File: config.mk
export PLATFORM = sky130hd
export DESIGN_NAME = gpu_regs
export DESIGN_NICKNAME = d
export VERILOG_FILES = /design/src/rtl/gpu_pkg.sv /design/src/rtl/sync_fifo.sv /design/src/rtl/gpu_regs.sv
export SDC_FILE = /design/constraint.sdc
export NUM_CORES = 1
export LEC_CHECK = 0
export CAP_MARGIN = 0
export CELL_PAD_IN_SITES_DETAIL_PLACEMENT = 0
export CELL_PAD_IN_SITES_GLOBAL_PLACEMENT = 2
export CORE_UTILIZATION = 40
export CTS_BUF_LIST = sky130_fd_sc_hd__clkbuf_8
export DETAILED_ROUTE_END_ITERATION = 10
export PLACE_DENSITY = 0.86
export SYNTH_ARGS = -nofsm -noshare
export SYNTH_HDL_FRONTEND = slang
export SYNTH_SLANG_ARGS = --single-unit
File: constraint.sdc
create_clock -name clk -period 3.52 [get_ports clk]
set_input_delay 0.528 -clock clk [delete_from_list [all_inputs] [get_ports clk]]
set_output_delay 0.528 -clock clk [all_outputs]
set_load 0.05 [all_outputs]
File: src/rtl/gpu_pkg.sv
// Shared definitions for the GPU register front end: register map,
// controller state encoding and STATUS bit positions.
package gpu_pkg;

    localparam logic [7:0] ADDR_P0      = 8'h00;
    localparam logic [7:0] ADDR_CMD     = 8'h10;
    localparam logic [7:0] ADDR_STATUS  = 8'h11;
    localparam logic [7:0] ADDR_PIXDATA = 8'h12;
    localparam logic [7:0] ADDR_LEVEL   = 8'h13;

    localparam int NUM_PARAMS = 16;

    typedef enum logic [1:0] {
        ST_IDLE      = 2'd0,
        ST_BUSY      = 2'd1,
        ST_WAIT_CMD  = 2'd2,
        ST_WAIT_FIFO = 2'd3
    } state_e;

    localparam int STAT_CMD_VALID  = 0;
    localparam int STAT_GPU_BUSY   = 1;
    localparam int STAT_FIFO_FULL  = 2;
    localparam int STAT_FIFO_EMPTY = 3;

    // Parameter registers occupy the 16-byte window starting at ADDR_P0.
    function automatic logic is_param_addr(input logic [7:0] a);
        return a[7:4] == ADDR_P0[7:4];
    endfunction

endpackage

File: src/rtl/sync_fifo.sv
// Single-clock FIFO. DEPTH must be a power of two so the pointers wrap
// naturally. A push is accepted while full if a pop happens in the same cycle.
module sync_fifo #(
    parameter int WIDTH = 8,
    parameter int DEPTH = 16
) (
    input  logic                     clk,
    input  logic                     rst,
    input  logic                     push,
    input  logic [WIDTH-1:0]         push_data,
    input  logic                     pop,
    output logic [WIDTH-1:0]         pop_data,
    output logic                     full,
    output logic                     empty,
    output logic [$clog2(DEPTH):0]   level
);

    localparam int AW = $clog2(DEPTH);
    localparam int LW = AW + 1;
    localparam logic [LW-1:0] FULL_CNT = LW'(DEPTH);

    logic [WIDTH-1:0] mem_q [DEPTH];
    logic [AW-1:0]    rd_ptr_q, rd_ptr_d;
    logic [AW-1:0]    wr_ptr_q, wr_ptr_d;
    logic [LW-1:0]    cnt_q, cnt_d;
    logic             do_push, do_pop;

    // Accept pop when data exists, push when space exists or is being freed.
    always_comb begin
        do_pop   = pop && (cnt_q != '0);
        do_push  = push && ((cnt_q != FULL_CNT) || do_pop);
        rd_ptr_d = do_pop  ? rd_ptr_q + 1'b1 : rd_ptr_q;
        wr_ptr_d = do_push ? wr_ptr_q + 1'b1 : wr_ptr_q;
        cnt_d    = cnt_q;
        if (do_push && !do_pop) begin
            cnt_d = cnt_q + 1'b1;
        end else if (!do_push && do_pop) begin
            cnt_d = cnt_q - 1'b1;
        end
    end

    // Pointer and occupancy registers.
    always_ff @(posedge clk) begin
        if (rst) begin
            rd_ptr_q <= '0;
            wr_ptr_q <= '0;
            cnt_q    <= '0;
        end else begin
            rd_ptr_q <= rd_ptr_d;
            wr_ptr_q <= wr_ptr_d;
            cnt_q    <= cnt_d;
        end
    end

    // Storage write port; contents need no reset since occupancy gates reads.
    always_ff @(posedge clk) begin
        if (do_push) begin
            mem_q[wr_ptr_q] <= push_data;
        end
    end

    assign pop_data = mem_q[rd_ptr_q];
    assign full     = (cnt_q == FULL_CNT);
    assign empty    = (cnt_q == '0);
    assign level    = cnt_q;

endmodule

File: src/rtl/gpu_regs.sv
// GPU register front end: parameter bank, command handoff with stall,
// pixel-data FIFO and status readback behind an EPP-style access port.
// Build option: GPU_REGS_READBACK_EN makes P0-P15 readable.
module gpu_regs
    import gpu_pkg::*;
#(
    parameter int FIFO_DEPTH = 16
) (
    input  logic         clk,
    input  logic         rst,
    input  logic [7:0]   ip_addr,
    input  logic [7:0]   ip_do,
    input  logic         ip_wr,
    input  logic         ip_rd,
    output logic         ip_do_rdy,
    output logic [7:0]   ip_di,
    output logic         cmd_valid,
    input  logic         cmd_ready,
    output logic [7:0]   cmd_op,
    output logic [127:0] cmd_args,
    input  logic         gpu_busy,
    output logic [7:0]   pix_data,
    output logic         pix_valid,
    input  logic         pix_ready
);

    localparam int LW = $clog2(FIFO_DEPTH) + 1;

    state_e         state_q, state_d;
    logic           rdy_q, rdy_d;
    logic [7:0]     di_q, di_d;
    logic [7:0]     p_q [NUM_PARAMS];
    logic [7:0]     p_d [NUM_PARAMS];
    logic           cmd_valid_q, cmd_valid_d;
    logic [7:0]     cmd_op_q, cmd_op_d;
    logic [127:0]   cmd_args_q, cmd_args_d;
    logic [7:0]     pend_q, pend_d;

    logic [127:0]   p_flat;
    logic [7:0]     status;
    logic [7:0]     rd_val;
    logic           fifo_push, fifo_pop, fifo_full, fifo_empty;
    logic [7:0]     fifo_push_data;
    logic [LW-1:0]  fifo_level;

    sync_fifo #(
        .WIDTH (8),
        .DEPTH (FIFO_DEPTH)
    ) u_fifo (
        .clk       (clk),
        .rst       (rst),
        .push      (fifo_push),
        .push_data (fifo_push_data),
        .pop       (fifo_pop),
        .pop_data  (pix_data),
        .full      (fifo_full),
        .empty     (fifo_empty),
        .level     (fifo_level)
    );

    assign fifo_pop  = !fifo_empty && pix_ready;
    assign pix_valid = !fifo_empty;

    // Read mux: status, level and (optionally) the parameter bank.
    always_comb begin
        for (int i = 0; i < NUM_PARAMS; i++) begin
            p_flat[i*8 +: 8] = p_q[i];
        end
        status                  = '0;
        status[STAT_CMD_VALID]  = cmd_valid_q;
        status[STAT_GPU_BUSY]   = gpu_busy;
        status[STAT_FIFO_FULL]  = fifo_full;
        status[STAT_FIFO_EMPTY] = fifo_empty;
        rd_val = '0;
        if (ip_addr == ADDR_STATUS) begin
            rd_val = status;
        end else if (ip_addr == ADDR_LEVEL) begin
            rd_val = 8'(fifo_level);
        end
`ifdef GPU_REGS_READBACK_EN
        else if (is_param_addr(ip_addr)) begin
            rd_val = p_q[ip_addr[3:0]];
        end
`endif
    end

    // Next-state logic for the access controller and everything it owns.
    // Valid/ready: a command transfers in any cycle where cmd_valid and
    // cmd_ready are both 1; cmd_op/cmd_args are frozen while cmd_valid=1.
    always_comb begin
        state_d        = state_q;
        rdy_d          = rdy_q;
        di_d           = di_q;
        p_d            = p_q;
        cmd_valid_d    = cmd_valid_q && !cmd_ready;
        cmd_op_d       = cmd_op_q;
        cmd_args_d     = cmd_args_q;
        pend_d         = pend_q;
        fifo_push      = 1'b0;
        fifo_push_data = pend_q;
        unique case (state_q)
            ST_IDLE: begin
                if (ip_wr) begin
                    state_d = ST_BUSY;
                    rdy_d   = 1'b0;
                    if (is_param_addr(ip_addr)) begin
                        p_d[ip_addr[3:0]] = ip_do;
                    end else if (ip_addr == ADDR_CMD) begin
                        if (cmd_valid_q) begin
                            state_d = ST_WAIT_CMD;
                            pend_d  = ip_do;
                        end else begin
                            cmd_valid_d = 1'b1;
                            cmd_op_d    = ip_do;
                            cmd_args_d  = p_flat;
                        end
                    end else if (ip_addr == ADDR_PIXDATA) begin
                        if (!fifo_full) begin
                            fifo_push      = 1'b1;
                            fifo_push_data = ip_do;
                        end else begin
                            state_d = ST_WAIT_FIFO;
                            pend_d  = ip_do;
                        end
                    end
                end else if (ip_rd) begin
                    state_d = ST_BUSY;
                    rdy_d   = 1'b0;
                    di_d    = rd_val;
                end
            end
            ST_BUSY: begin
                state_d = ST_IDLE;
                rdy_d   = 1'b1;
            end
            ST_WAIT_CMD: begin
                // Reload in the handshake cycle so cmd_valid never dips.
                if (!cmd_valid_q || cmd_ready) begin
                    cmd_valid_d = 1'b1;
                    cmd_op_d    = pend_q;
                    cmd_args_d  = p_flat;
                    state_d     = ST_IDLE;
                    rdy_d       = 1'b1;
                end
            end
            ST_WAIT_FIFO: begin
                if (!fifo_full || fifo_pop) begin
                    fifo_push = 1'b1;
                    state_d   = ST_IDLE;
                    rdy_d     = 1'b1;
                end
            end
            default: begin
                state_d = ST_IDLE;
                rdy_d   = 1'b1;
            end
        endcase
    end

    // Controller FSM and its registered outputs.
    always_ff @(posedge clk) begin
        if (rst) begin
            state_q     <= ST_IDLE;
            rdy_q       <= 1'b1;
            di_q        <= '0;
            for (int i = 0; i < NUM_PARAMS; i++) begin
                p_q[i] <= '0;
            end
            cmd_valid_q <= 1'b0;
            cmd_op_q    <= '0;
            cmd_args_q  <= '0;
            pend_q      <= '0;
        end else begin
            state_q     <= state_d;
            rdy_q       <= rdy_d;
            di_q        <= di_d;
            p_q         <= p_d;
            cmd_valid_q <= cmd_valid_d;
            cmd_op_q    <= cmd_op_d;
            cmd_args_q  <= cmd_args_d;
            pend_q      <= pend_d;
        end
    end

    assign ip_do_rdy = rdy_q;
    assign ip_di     = di_q;
    assign cmd_valid = cmd_valid_q;
    assign cmd_op    = cmd_op_q;
    assign cmd_args  = cmd_args_q;

endmodule
==> summary by stage <==
Synth
Each instance of the synthesized netlist takes up on average 12.6 µm². Sorting the synthesized cells by area gives the leading types as sky130_fd_sc_hd__dfxtp_1, sky130_fd_sc_hd__edfxtp_1, sky130_fd_sc_hd__mux2i_1. The most common cell in the synthesized netlist is sky130_fd_sc_hd__nor2_1.

The post-synthesis adder-cell area fraction is about 1.1%. The biggest area contributor in the post-synthesis netlist is sky130_fd_sc_hd__dfxtp_1. The portion of synthesized area spent on multiplexers is between 20 and 25%. The synthesized design devotes to its leading area cell type 36.6% of total area. The cell area that synthesis handed to floorplanning was roughly 16000 µm².

The most used flip-flop cell after synthesis is sky130_fd_sc_hd__dfxtp_1. By area, the combinational part of the netlist is dominated by multiplexers. During synthesis, Yosys emitted a total of 0 warnings. The synthesized netlist devotes less than 1% of its cell area to XOR and XNOR gates. Summing the areas of all compound-gate instances in the mapped netlist gives 1.62% of the synthesized area. After synthesis, the share of flip-flops with an asynchronous set or reset is 0%. The number of instances in the synthesized netlist is about 1300. Summing the areas of all and, or, nand and nor instances in the mapped netlist gives a little over 10% of the synthesized area.

The synthesized design contains 128 enable-type register cells. Sequential cells were found to cover about three fifths of the synthesized design area. The netlist uses 50 different library cells. By count the netlist is led by sky130_fd_sc_hd__nor2_1, sky130_fd_sc_hd__dfxtp_1, sky130_fd_sc_hd__mux2i_1. The number of flip-flops and latches in the synthesized netlist is 426.

Timing
The slew of the pin with the lowest slew margin is 0.860 ns. The ratio of final minimum period to clock period is a little under nine tenths. Setup repair after global routing left no endpoint under its margin. The tightest hold path in the finished design has a slack of around 0.42 ns. Derived from the worst setup path, the maximum achievable clock frequency is between 300 and 400 MHz.

In the final timing run, aggregate negative setup slack is 0 ns. The number of max-slew violations in the final report is 0. The slack of the critical path is just under 0.5 ns. The relative max-transition margin is 42.6%.

The number of hold violations in the final report is 0. The worst path in the final design needs a cycle of around 3.0 ns, including I/O delays and setup. The clock tree skew after final layout is ~0.022 ns. Setup violations remaining at the end of the flow were counted as 0.

Power
Summed over all cells, the static leakage comes to roughly 6.7 nW. The overall power after layout is approximately 11 mW. Power spread over the standard cell area amounts to about 530 nW/µm². Across the VDD grid, the largest voltage drop is between 200 and 300 µV.

Routing
In the routed design, unresolved DRC markers number 0. The first-pass iteration count of the detailed router is 5. After detailed routing, the number of vias per cell comes to slightly below 5. The aggregate routed wire length is ~38 mm.

In this run the remaining antenna-violating nets after routing total 0. For this block, the via count after detailed routing is 10100. The wire length per cell after detailed routing is between 15 and 20 µm.

After the first detailed-routing iteration, the DRC count stood at 530.

GRT
The first global-routing pass estimated just under 60 mm of wire. The number of antenna violations at the first check in global routing is 3. The via count of the first global-routing pass was ~10000.

The largest net degree at the start of global routing is between 100 and 150. The total routing usage reported by global routing is between 10% and 20%. For this run the aggregate overflow at the end of global routing stands at 0.

Clock network
The post-CTS setup buffer count is 0. The H-tree generated during clock tree synthesis spans 3 levels. The clock edge transition at the registers on the reported setup and hold paths is 0.06 ns.

The clock drives between 400 and 500 sinks. The insertion delay to the later sink of the worst-skew pair is approximately 0.60 ns. Counting the buffers created by CTS gives 71. Clock tree synthesis selected as its root buffer the cell sky130_fd_sc_hd__clkbuf_8.

In this run, post-CTS hold repair placed 0 buffers. TritonCTS built the clock tree. No sink is reached through more buffers than the 3 on the longest clock path. The total of cells resized after clock tree synthesis is 0.

Job
The number of maximum-capacitance violations is 0.

Worst setup path
The type of the worst setup path is reg -> out. In this run the critical register-to-register path is captured at u_fifo.level[4]. The maximum fanout along the worst path is 32. The startpoint identified for the worst register-to-register timing path is u_fifo.level[0]. STA classifies the critical path startpoint as a register.

The critical path required time is between 2 and 3 ns. The kind of end point of the critical path is an output port. The logic depth of the worst register-to-register path is 10. The setup slack on the worst flop-to-flop path is about 0.5 ns. The arrival time at the worst endpoint is approximately 2.5 ns.

Die
Pin placement for this block handled 178 I/O pins. The overall die width is roughly 200 µm. The die outline height is roughly 200 µm. The starting utilization of the core area is between 40% and 50%. The row count is 73.

The floorplan step defined a die boundary enclosing between 40000 and 50000 µm². The core area is approximately 40000 µm².

Cells and area
The fill cell total of the finished layout is roughly 3500. The area added between synthesis and finish is 23.1%. In the final design database the tool counted around 1500 nets. Cells with a size suffix above 1 make up around 15% of the layout.

Place
During placement, the flow inserted port buffers numbering 174. Summed over all nets, the half-perimeter wirelength after detailed placement is between 20 and 30 mm. The worst-case setup slack after placement is about 0.12 ns. The congestion estimate from routability-driven global placement came to between 0.7 and 0.8.

Hold path
The classification of the worst-slack hold path is in -> reg. The worst hold path begins at rst. The number of stages on the worst hold path is 2.

Outcome
The run finished with clean final reports.
state kept, by name, indices dropped and copies added, names as in the netlist, named ones only:
register / count
u_fifo.level: 5
pend_q: 8
u_fifo.mem_q: 128
cmd_args: 128
ip_do_rdy: 1
cmd_op: 8
ip_di: 5
state_q: 2
cmd_valid: 1
p_flat: 128
u_fifo.rd_ptr_q: 4
u_fifo.wr_ptr_q: 4
critical path: stages, from the launching register on:
cell,delay [ns]
sky130_fd_sc_hd__dfxtp_2,0.34
sky130_fd_sc_hd__buf_12,0.26
sky130_fd_sc_hd__mux4_2,0.58
sky130_fd_sc_hd__mux4_2,0.49
sky130_fd_sc_hd__buf_4,0.21
power by group:
group          switching (mW)  internal, mW  total (mW)
Clock                    1.92          2.50        4.42
Combinational           0.599         0.394       0.993
Sequential             0.0608          5.07        5.13
cells in the final DEF (no fill, tap or decap), types with 2 or more instances in the layout:
cell type                           n
sky130_fd_sc_hd__nor2_1           310
sky130_fd_sc_hd__dfxtp_1          297
sky130_fd_sc_hd__mux2i_1          276
sky130_fd_sc_hd__clkdlybuf4s50_1  165
sky130_fd_sc_hd__edfxtp_1         128
sky130_fd_sc_hd__clkbuf_8          89
sky130_fd_sc_hd__buf_4             50
sky130_fd_sc_hd__mux4_2            40
sky130_fd_sc_hd__inv_1             28
sky130_fd_sc_hd__nand2_1           14
sky130_fd_sc_hd__a21oi_1           13
sky130_fd_sc_hd__ha_1              13
sky130_fd_sc_hd__nor2_4            12
sky130_fd_sc_hd__a211oi_1          10
sky130_fd_sc_hd__mux2_2            10
sky130_fd_sc_hd__nand3_1            8
sky130_fd_sc_hd__clkinvlp_4         6
sky130_fd_sc_hd__clkinv_2           6
sky130_fd_sc_hd__nand2b_1           5
sky130_fd_sc_hd__nor2b_1            5
sky130_fd_sc_hd__nor3_1             5
sky130_fd_sc_hd__xor2_1             5
sky130_fd_sc_hd__a22oi_1            5
sky130_fd_sc_hd__buf_12             5
sky130_fd_sc_hd__o21ai_0            4
sky130_fd_sc_hd__clkinv_1           4
sky130_fd_sc_hd__nor3b_1            3
sky130_fd_sc_hd__nand4_1            3
sky130_fd_sc_hd__conb_1             3
sky130_fd_sc_hd__bufinv_16          3
sky130_fd_sc_hd__nor2_2             2
sky130_fd_sc_hd__and2_1             2
sky130_fd_sc_hd__nand4b_1           2
sky130_fd_sc_hd__a21o_1             2
sky130_fd_sc_hd__or3_1              2
routing by layer:
metal / global-route usage (%) / part of all wire (%) / vias up
met1: 24.6 / 45 / 4897
met2: 30.5 / 48 / 218
met3: 4.48 / 4.9 / 68
li1: - / - / 4946
met5: 0 / 0.070 / -
met4: 5.83 / 2.1 / 4
per-stage QoR:
step	cells	instance area, µm²	util [%]
global route	2078	20100	50.2
floorplan	1298	16300	-
finish	2079	20100	50.2
CTS	2078	20100	50.2
global placement	1954	18600	46.5
detailed placement	1954	18600	46.5
kinds of logic after synthesis:
family / count (synthesis)
AOI/OAI and AO/OA: 39
xor gates and xnor gates: 5
adders and majority gates: 14
buffers and inverters: 102
DFF: 426
muxes: 327
other: 1
and+or+nand+nor: 382
final cells by class:
cell class	instances	area, µm²	area share (%)
tap	525	657	3.27
antenna	1	2.50	0.0125
clock buffer	89	1220	6.10
inverter	12	45.0	0.224
multi-input combinational	770	5950	29.6
sequential	426	9810	48.9
clock inverter	35	240	1.20
timing repair buffer	221	2140	10.7
how the worst max path moves through the flow:
stage,from,end,cells after the start
2_1_floorplan,u_fifo.level[0],u_fifo.level[4],10
3_3_place_gp,ip_addr[2],u_fifo.level[4],11
3_5_place_dp,ip_addr[2],u_fifo.level[4],11
4_1_cts,register,pix_data[2],4
5_1_grt,u_fifo.level[1],u_fifo.level[4],10
6_report,register,pix_data[2],4
Note: power is estimated with default switching activity, not from simulation.
